===== src/rtl/if_fetch_unit.sv =====
// Instruction-fetch front end: req/gnt reads from instruction memory, IF/ID register with
// a one-entry skid buffer for decode stalls, redirect flush and a saturating stall counter.
module if_fetch_unit #(
  parameter logic [31:0] NOP_INSTR   = 32'h0000_0000,
  parameter int          STALL_CNT_W = 16
) (
  input  logic                   CLK,
  input  logic                   Reset_n,
  input  logic [31:0]            PC,
  input  logic [31:0]            PCplus4,
  input  logic                   Redirect,
  input  logic                   ID_Stall,
  output logic                   IMemReq,
  output logic [31:0]            IMemAddr,
  input  logic                   IMemGnt,
  input  logic                   IMemRvalid,
  input  logic [31:0]            IMemRdata,
  output logic                   PCProtect,
  output logic [31:0]            IF_ID_Instr,
  output logic [31:0]            IF_ID_PCplus4,
  output logic                   IF_ID_Valid,
  output logic [STALL_CNT_W-1:0] FetchStallCnt
);

  // state | meaning
  // REQ   | request outstanding on the bus, waiting for gnt
  // WAIT  | granted, waiting for rvalid
  // HOLD  | instruction parked in skid buffer while decode stalls
  // DROP  | stale request after a redirect, response will be discarded
  typedef enum logic [1:0] {REQ, WAIT, HOLD, DROP} state_t;

  state_t      state;
  logic [31:0] skid_instr;
  logic        deliver;

  // PC is held while the instruction is in flight or parked, so PCplus4 still
  // belongs to the instruction being delivered from either WAIT or HOLD.
  assign deliver   = !Redirect && !ID_Stall &&
                     ((state == WAIT && IMemRvalid) || state == HOLD);
  assign PCProtect = !(deliver || Redirect);
  assign IMemReq   = (state == REQ);
  assign IMemAddr  = PC;

  always_ff @(posedge CLK or negedge Reset_n) begin
    if (!Reset_n) begin
      state         <= REQ;
      skid_instr    <= NOP_INSTR;
      IF_ID_Instr   <= NOP_INSTR;
      IF_ID_PCplus4 <= 32'h0;
      IF_ID_Valid   <= 1'b0;
      FetchStallCnt <= '0;
    end else begin
      if (PCProtect && FetchStallCnt != '1)
        FetchStallCnt <= FetchStallCnt + STALL_CNT_W'(1);

      if (Redirect) begin
        IF_ID_Valid <= 1'b0;
        IF_ID_Instr <= NOP_INSTR;
      end else if (deliver) begin
        IF_ID_Instr   <= (state == HOLD) ? skid_instr : IMemRdata;
        IF_ID_PCplus4 <= PCplus4;
        IF_ID_Valid   <= 1'b1;
      end else if (!ID_Stall) begin
        IF_ID_Valid <= 1'b0;
      end

      case (state)
        REQ:
          if (IMemGnt) state <= Redirect ? DROP : WAIT;
        WAIT:
          if (Redirect) begin
            state <= IMemRvalid ? REQ : DROP;
          end else if (IMemRvalid) begin
            if (ID_Stall) begin
              skid_instr <= IMemRdata;
              state      <= HOLD;
            end else begin
              state <= REQ;
            end
          end
        HOLD:
          if (Redirect) begin
            skid_instr <= NOP_INSTR;
            state      <= REQ;
          end else if (!ID_Stall) begin
            state <= REQ;
          end
        DROP:
          if (IMemRvalid) state <= REQ;
        default:
          state <= REQ;
      endcase
    end
  end

endmodule


===== config.mk =====
export PLATFORM = sky130hd
export DESIGN_NAME = if_fetch_unit
export DESIGN_NICKNAME = d
export VERILOG_FILES = /design/src/rtl/if_fetch_unit.sv
export SDC_FILE = /design/constraint.sdc
export NUM_CORES = 1
export LEC_CHECK = 0
export ABC_AREA = 0
export BUFFER_PORTS_ARGS = -buffer_cell sky130_fd_sc_hd__buf_4
export CAP_MARGIN = 30
export CORE_AREA = 2 2 118 120
export CTS_CLUSTER_DIAMETER = 60
export CTS_CLUSTER_SIZE = 28
export DETAILED_ROUTE_END_ITERATION = 7
export DIE_AREA = 0 0 120 122
export PLACE_DENSITY = 0.68
export SYNTH_ARGS = -nofsm -noshare
export SYNTH_HDL_FRONTEND = slang
export SYNTH_SLANG_ARGS = --single-unit

===== constraint.sdc =====
create_clock -name CLK -period 2.9 [get_ports CLK]
set_input_delay 0 -clock CLK [delete_from_list [all_inputs] [get_ports CLK]]
set_output_delay 0 -clock CLK [all_outputs]
set_load 0.01 [all_outputs]

-- After elaboration in Yosys (flattened, before gate mapping)
Cells that the tools add are included.
Widths: inputs -> output; s select.
- flip-flop bits (word level): 115
- output and inout port bits: 115
- word-level logic and storage cells: 57
- $add $sub $neg: 1
- eq/ne operators: 13
- multiplexer cells: 21
- bitwise gates (word level): 1
- reduce and logical (&&, ||, !) cells: 15
- operators with widths (cell ; number):
    $mux 32 ; 7
    $pmux 32 s2 ; 1
    $mux 2 ; 9
    $add 16x1->16 const B ; 1
    $ne 16x16->1 const B ; 1
    $ne 2x2->1 const B ; 5
    $pmux 2 s4 ; 1
    $ne 3x3->1 const B ; 2
    $reduce_and 5->1 ; 1
    $eq 2x2->1 const B ; 2
    $logic_and 1x1->1 ; 4
    $reduce_and 4->1 ; 1
    $reduce_bool 2->1 ; 2
    $logic_not 1->1 ; 3
    $mux 1 ; 3
    $ne 3x2->1 const B ; 1
    $eq 2x1->1 const B ; 1
    $logic_not 2->1 ; 1
    $logic_or 1x1->1 ; 2
    $ne 2x1->1 const B ; 1
    $reduce_and 2->1 ; 1
    $not 1->1 ; 1

-- Longest topological paths before layout
Gate-level depths: netlist (run 1).
- word-level depth: 7
- gate-level depth with buffers: 7
- mapped depth without buffers: 5

-- Worst setup path before layout (run 1)
No wires, ideal clock.
- kind: register to register
- start: reg FetchStallCnt[0]
- end: reg FetchStallCnt[1]
- library setup time: 125 ps
- arrival: 1719 ps
- setup slack: 1056 ps
- cell stages (with the launch flop): 6
- buffers on the path: 0
- cell sequence: dfrtp_1 ha_1 nand4_1 nor4_4 nor2_2 mux2_4
- longest elaborated chain between the ends: 2
- ends and longest elaborated chain (item ; RTL line ; RTL):
    start: declaration ; 22 ; output logic [STALL_CNT_W-1:0] FetchStallCnt
    start signal: assignment ; 54 ; FetchStallCnt <= FetchStallCnt + STALL_CNT_W'(1);
    parallel branches: the longest is 2 deep, another holds $add 16x1->16 ; n/a ;
Parallel ways; which one is timed is not known.
A chain may end at the register's enable or synchronous reset.

-- Worst setup path after layout (run 1)
- start: reg state[0]
- end: out PCProtect
- longest elaborated chain between the ends: 6
- ends and longest elaborated chain (item ; RTL line ; RTL):
    start: declaration ; 32 ; state_t state;
    start signal: assignment ; 69 ; if (IMemGnt) state <= Redirect ? DROP : WAIT;
    start signal: assignment ; 72 ; state <= IMemRvalid ? REQ : DROP;
    $eq 2x1->1 ; 39 ; ((state == WAIT && IMemRvalid) || state == HOLD);
    $logic_and 1x1->1 ; 39 ;
    $logic_or 1x1->1 (*) ; 39 ;
    $logic_and 1x1->1 (*) ; 38 ; assign deliver = !Redirect && !ID_Stall &&
    $logic_or 1x1->1 (*) ; 40 ; assign PCProtect = !(deliver || Redirect);
    $logic_not 1->1 (*) ; 40 ;
    end: declaration ; 18 ; output logic PCProtect,
Every way passes the cells marked *; elsewhere a longest branch is shown, timed or not.

==> results.py, run 1 <==
metrics = {
    "floorplan": {
        "core_area_um2": 13500,
        "die_y_um": 122,
        "die_w_um": 120,
        "fp-row-count": 43,
        "initial_core_util_pct": 38.88,
        "pin_count": 217,
        "die_area_um2": 14640,
    },
    "yosys": {
        "yosysTopAreaCellShare_pct": 54.81,
        "synth_compound_area_share_pct": 12.44,
        "ys_warn_count": 0,
        "synth_area_um2": 5250,
        "postSynthCellCount": 546,
        "synth_area_leaders": "dfrtp_1 (55%), nand2_1 (12%), o21ai_0 (6.0%)",
        "synth-seq-cells": 115,
        "ys_seq_area_share_pct": 54.81,
        "synthSimpleGateAreaFrac_pct": 22.24,
        "synth_top_family_by_area": "simple AND/OR/NAND/NOR gates",
        "synth_cell_type_count": 44,
        "yosysTopAreaCell": "dfrtp_1",
        "synth_nets": 649,
        "synth-adder-area-share_pct": 0.2383,
        "synth.area.mux_share_pct": 0.6911,
        "synthXorXnorAreaFrac_pct": 1.835,
        "syn_avg_cell_area_um2": 9.615,
    },
    "global_routing": {
        "grt_max_degree": 71,
        "grt_pass1_vias": 4613,
        "antenna_found_initial": 0,
        "grtUsageTotal_pct": 19.51,
        "grt_overflow": 0,
        "grt_pass1_wl_um": 22450,
    },
    "critical_path": {
        "r2r-start": "state[0]$_DFFE_PN0P_",
        "path_buf_inv": 2,
        "r2r_slack_ns": 0.63,
        "required_ns": 2.90,
        "reg2reg_depth": 5,
        "critical_path_class": "reg -> out",
        "end_kind": "output port",
        "cp_num_cells": 4,
        "crit_arrival_ns": 2.33,
        "crit_chain": "nor4bb_1, or3_1, inv_6, buf_4",
        "timing.rr.end": "FetchStallCnt[14]$_DFFE_PN0P_",
        "cp-startpoint": "state[0]$_DFFE_PN0P_",
        "max_stage_delay_ns": 0.60,
        "crit_end": "PCProtect",
        "cp-start-kind": "register",
        "slowest_stage": "nor4bb_1",
        "crit_fanout": 10,
        "cpLargestDelayFamily": "simple AND/OR/NAND/NOR gates",
    },
    "pwr": {
        "leakagePower_uw": 0.003751,
        "power_frac_comb_pct": 30.7,
        "p_clk_share_pct": 30.1,
        "swShare_pct": 32.26,
        "p_int_uw": 4352,
        "p_per_area_nw_per_um2": 848.9,
        "peakVddDrop_uv": 466.2,
        "p_sw_uw": 2073,
        "seq_power_share_pct": 39.3,
        "power.total_uw": 6425,
    },
    "timing": {
        "finClkSkew_ns": 0.005875,
        "tns_ns": 0,
        "finalMaxSlewViolations": 0,
        "period_share_pct": 80.34,
        "setup_viol": 0,
        "slew_headroom_pct": 40.79,
        "hold_viol": 0,
        "fmax_ghz": 0.4292,
        "layout_setup_ws_ns": 0.5703,
        "rsz0062_at_grt": "no",
        "period_minus_slack_ns": 2.330,
        "worst_pin_slew_ns": 0.8881,
    },
    "drt": {
        "viasPerCell": 4.922,
        "first_pass_iters": 4,
        "drt_iter0_drc": 243,
        "final_antenna_net_count": 0,
        "wl_per_cell_um": 14.97,
        "drc_errors": 0,
        "wirelength_um": 13770,
        "vias": 4528,
    },
    "layout": {
        "n_antenna_cell": 0,
        "syn_to_final_growth_pct": 44.16,
        "fin_area_um2": 7569,
        "drive_gt1_share_pct": 26.76,
        "finalNonFillerCells": 920,
        "layout.nets": 831,
        "fillerInstances": 1155,
    },
    "placement": {
        "place_area_um2": 6329,
        "dp_slack_ns": 0.6221,
        "gp_congestion": 0.8896,
        "placedCellCount": 821,
        "io_buffers": 152,
        "hpwl_um": 8394,
    },
    "min_path": {
        "min_path_type": "in -> out",
    },
    "clock_tree": {
        "cts_sinks": 115,
        "clk_pin_slew_ns": 0.05,
        "root_buffer": "clkbuf_16",
        "cts_tree": "yes",
        "clock_path_buffers": 2,
        "htreeDepth": 4,
        "post_cts_buffers": 0,
        "clock_latency_ns": 0.41,
        "cts_buffers": 17,
    },
    "run_status": {
        "outcome": "complete, no violations",
    },
    "run": {
        "max_cap_violations": 0,
    },
}
power by group through the flow:
stage	Sequential (uW)	Clock, uW	Combinational (uW)
after floorplan	2610	0	899
after global placement	2500	0	1820
after detailed placement	2530	0	1880
after CTS	2510	1980	1970
after global routing	2590	2070	2200
final	2520	1930	1970
metal layers:
| metal | vias up | part of all wire, % | GRT usage, % |
|---|---|---|---|
| met1 | 2182 | 44 | 24.59 |
| met2 | 150 | 48 | 31.04 |
| met5 | - | 0 | 0 |
| met4 | 0 | 2.1 | 7.279 |
| met3 | 38 | 6.6 | 6.835 |
| li1 | 2158 | - | - |
kinds of logic (layout without fill, tap and decap cells):
logic type / count (synthesis) / in the layout
AOI/OAI and AO/OA: 108 / 108
xor gates and xnor gates: 11 / 11
adders and majority gates: 1 / 1
buffers and inverters: 67 / 261
DFF: 115 / 115
muxes: 3 / 3
and+or+nand+nor: 241 / 241
synth_stat cells, drive strengths merged:
master   instances
inv              3
or2              1
and2             1
o21bai           1
buf             46
nor2             6
nand2          168
ha               1
a41oi            1
o21ba            1
nand3            5
o21ai           65
mux2             2
a31oi            2
a21boi          32
clkbuf          18
and4             2
nand2b           2
or3              1
dfrtp          115
and2b            1
nor4             2
xor2             7
a21oi            3
nand3b          31
nor2b            2
mux2i            1
o2bb2ai          1
a311oi           1
nor4b            1
nand4            8
nor4bb           1
nor3b            2
and3             3
nor3             4
xnor2            4
a32oi            1
flip-flops by register name, summed over array words and instances, names as in the netlist:
signal,cells
IF_ID_Valid,1
FetchStallCnt,16
skid_instr,32
IF_ID_PCplus4,32
IF_ID_Instr,32
state,2
worst min-delay path by stage:
stage	start	to	slack (ns)	cells past startpoint
global route	PC[21]	IMemAddr[21]	0.00002	0
global placement	PC[19]	IMemAddr[19]	0.00007	0
CTS	PC[19]	IMemAddr[19]	0.00007	0
floorplan	Reset_n	FetchStallCnt[0]$_DFFE_PN0P_	-0.30	0
detailed placement	PC[19]	IMemAddr[19]	0.00007	0
finish	PC[15]	IMemAddr[15]	0.000003	0
placed cells by master, fill, tap and decap left out, drive strengths merged, types with 3 or more instances in the layout:
cell type,count
xnor2,4
and3,3
nand2,168
dfrtp,115
nor3,4
nor2,6
xor2,7
nand3,5
dlygate4sd3,67
nand3b,31
o21ai,65
nand4,8
clkinv,4
clkbuf,26
a21boi,32
buf,160
a21oi,3
inv,3
stage by stage:
stage | hold WS (ns) | util (%)
2_1_floorplan | -0.2956 | -
3_3_place_gp | 0.00006862 | 46.86
3_5_place_dp | 0.00006862 | 46.86
4_1_cts | 0.00006862 | 55.90
5_1_grt | 0.00001650 | 56.05
6_report | 0.000003366 | 56.05
area by class of cell:
type	instances	area, um^2	area share, %
clock buffers	26	499.2	6.596
repair buffers	227	1909	25.23
well taps	180	225.2	2.976
multi-input cells	364	1991	26.30
clock inverters	5	50.05	0.6613
inverters	3	16.27	0.2149
flip-flops and latches	115	2878	38.02
timing repair:
| action | 4_1_cts | 5_1_grt |
|---|---|---|
| hold endpoints to repair | 145 | 0 |
| resized for setup | 0 | 0 |
| hold buffers | 67 | 0 |
| setup endpoints to repair | 0 | 0 |
Power figures use the tool's default switching activity.
==> inputs of run 2 (changes only) <==
==> constraint.sdc (replaced) <==
create_clock -name CLK -period 2.4 [get_ports CLK]
set_input_delay 0 -clock CLK [delete_from_list [all_inputs] [get_ports CLK]]
set_output_delay 0 -clock CLK [all_outputs]
set_load 0.01 [all_outputs]
==> results.py, run 2 (synthesis gave the netlist of run 1 again) <==
metrics = {
    "run_status": {
        "outcome": "complete, no violations",
    },
    "min_path": {
        "holdCritStartpoint": "PC[15]",
        "min_path_cells": 0,
        "min_path_type": "in -> out",
        "whs_endpoint": "IMemAddr[15]",
    },
    "floorplan": {
        "pin_count": 217,
        "die_w_um": 120,
        "die_y_um": 122,
        "core_area_um2": 13500,
        "die_area_um2": 14640,
        "fp-row-count": 43,
        "initial_core_util_pct": 38.88,
    },
    "drt": {
        "wirelength_um": 13860,
        "final_antenna_net_count": 0,
        "vias": 4483,
        "drc_errors": 0,
        "viasPerCell": 4.852,
        "wl_per_cell_um": 15.00,
        "drt_iter0_drc": 306,
        "first_pass_iters": 4,
    },
    "pwr": {
        "p_clk_share_pct": 29.3,
        "power_frac_comb_pct": 31.2,
        "power.total_uw": 7700,
        "seq_power_share_pct": 39.5,
        "p_int_uw": 5192,
        "p_sw_uw": 2508,
        "swShare_pct": 32.57,
        "leakagePower_uw": 0.003768,
        "peakVddDrop_uv": 425.1,
        "p_per_area_nw_per_um2": 1015,
    },
    "clock_tree": {
        "clk_pin_slew_ns": 0.05,
        "ctsHoldBuffers": 67,
        "cts_sinks": 115,
        "post_cts_buffers": 0,
        "clock_latency_ns": 0.41,
        "cts_resized": 0,
        "htreeDepth": 4,
        "cts_tree": "yes",
        "clock_path_buffers": 2,
        "cts_buffers": 17,
        "root_buffer": "clkbuf_16",
    },
    "timing": {
        "period_minus_slack_ns": 2.037,
        "tns_ns": 0,
        "worst_pin_slew_ns": 0.9259,
        "finalMaxSlewViolations": 0,
        "period_share_pct": 84.88,
        "rsz0062_at_grt": "no",
        "finClkSkew_ns": 0.007426,
        "setup_viol": 0,
        "hold_viol": 0,
        "hold_ws_ns": 0.000003368,
        "slew_headroom_pct": 38.27,
        "fmax_ghz": 0.4909,
    },
    "critical_path": {
        "required_ns": 2.40,
        "crit_arrival_ns": 2.04,
        "timing.rr.end": "FetchStallCnt[1]$_DFFE_PN0P_",
        "crit_fanout": 10,
        "crit_chain": "nor4bb_1, buf_4, or3_1, inv_6, buf_4",
        "end_kind": "output port",
        "cp_common_cell": "buf_4",
        "critical_path_class": "reg -> out",
        "cpLargestDelayFamily": "simple AND/OR/NAND/NOR gates",
        "max_stage_delay_ns": 0.46,
        "r2r-start": "state[1]$_DFFE_PN0P_",
        "reg2reg_depth": 5,
        "cp-start-kind": "register",
        "slowest_stage": "dfrtp_1",
        "r2r_slack_ns": 0.40,
        "path_buf_inv": 3,
    },
    "layout": {
        "final_common_cell": "nand2_1",
        "drive_gt1_share_pct": 27.28,
        "fillerInstances": 1189,
        "top_regs": "IF_ID_Instr (32), IF_ID_PCplus4 (32), skid_instr (32)",
        "fin_area_um2": 7584,
        "final_cell_mix": "nand2_1 (168), buf_4 (161), dfrtp_1 (115)",
        "layout.nets": 835,
        "syn_to_final_growth_pct": 44.45,
        "n_antenna_cell": 0,
        "utilization_pct": 56.16,
    },
    "placement": {
        "place_area_um2": 6379,
        "io_buffers": 152,
        "gp_congestion": 0.7833,
        "hpwl_um": 8744,
    },
    "global_routing": {
        "grt_overflow": 0,
        "grt_max_degree": 72,
        "grt_pass1_wl_um": 21800,
        "antenna_found_initial": 0,
        "grt_pass1_vias": 4594,
        "grt_most_used_layer": "met2",
        "met1_usage_pct": 23.16,
        "grtUsageTotal_pct": 19.10,
        "grt_util_met2_pct": 31.04,
        "met3_usage_pct": 5.805,
    },
    "run": {
        "max_cap_violations": 0,
    },
}
## run 2: cell types whose count changed in the layout (fill, tap and decap cells not counted)
cell and delta:
buf_4 +4, clkbuf_8 +1, bufinv_16 -1, clkbuf_1 -1, clkinv_2 +1
## run 2: layer usage
metal  up-vias  part of all wire, %
met5         -                    0
met4         0                  2.6
met1      2107                   44
li1       2166                    -
met2       165                   48
met3        45                  6.2
## run 2: power by group through the flow
| stage | sequential, uW | clock [uW] | combinational, uW |
|---|---|---|---|
| final | 3040 | 2260 | 2400 |
| after global routing | 3120 | 2410 | 2670 |
| after CTS | 3030 | 2320 | 2420 |
| after detailed placement | 3050 | 0 | 2320 |
| after global placement | 3010 | 0 | 2240 |
| after floorplan | 3160 | 0 | 1090 |
## run 2: cell type report
| cell class | instances | area [um^2] | area share, % |
|---|---|---|---|
| flip-flops and latches | 115 | 2878 | 37.95 |
| clock buffers | 26 | 509.2 | 6.715 |
| multi-input cells | 364 | 1991 | 26.25 |
| clock inverters | 5 | 25.02 | 0.3300 |
| inverters | 3 | 16.27 | 0.2145 |
| repair buffers | 231 | 1939 | 25.57 |
| well taps | 180 | 225.2 | 2.970 |
## run 2: per-stage QoR
step / cells / worst slack, ns
floorplan: 546 / 0.5561
global placement: 826 / 0.4245
detailed placement: 826 / 0.3914
CTS: 924 / 0.3315
global route: 924 / 0.1924
finish: 924 / 0.3630
## run 2: how the worst max path moves through the flow
stage / endpoint / from / depth (start not counted) / slack (ns)
4_1_cts: PCProtect / state[1]$_DFFE_PN0P_ / 5 / 0.33
3_3_place_gp: FetchStallCnt[14]$_DFFE_PN0P_ / state[1]$_DFFE_PN0P_ / 6 / 0.42
2_1_floorplan: FetchStallCnt[1]$_DFFE_PN0P_ / FetchStallCnt[0]$_DFFE_PN0P_ / 5 / 0.56
5_1_grt: PCProtect / state[1]$_DFFE_PN0P_ / 5 / 0.19
3_5_place_dp: FetchStallCnt[1]$_DFFE_PN0P_ / state[1]$_DFFE_PN0P_ / 5 / 0.39
6_report: PCProtect / state[1]$_DFFE_PN0P_ / 5 / 0.36
## run 2: worst reg2reg max path, stage by stage, from the launching register on
cell and delay, ns:
dfrtp_1 0.48, nor4bb_1 0.09, buf_4 0.16, or3_1 0.57, nor2_2 0.28, mux2_4 0.31
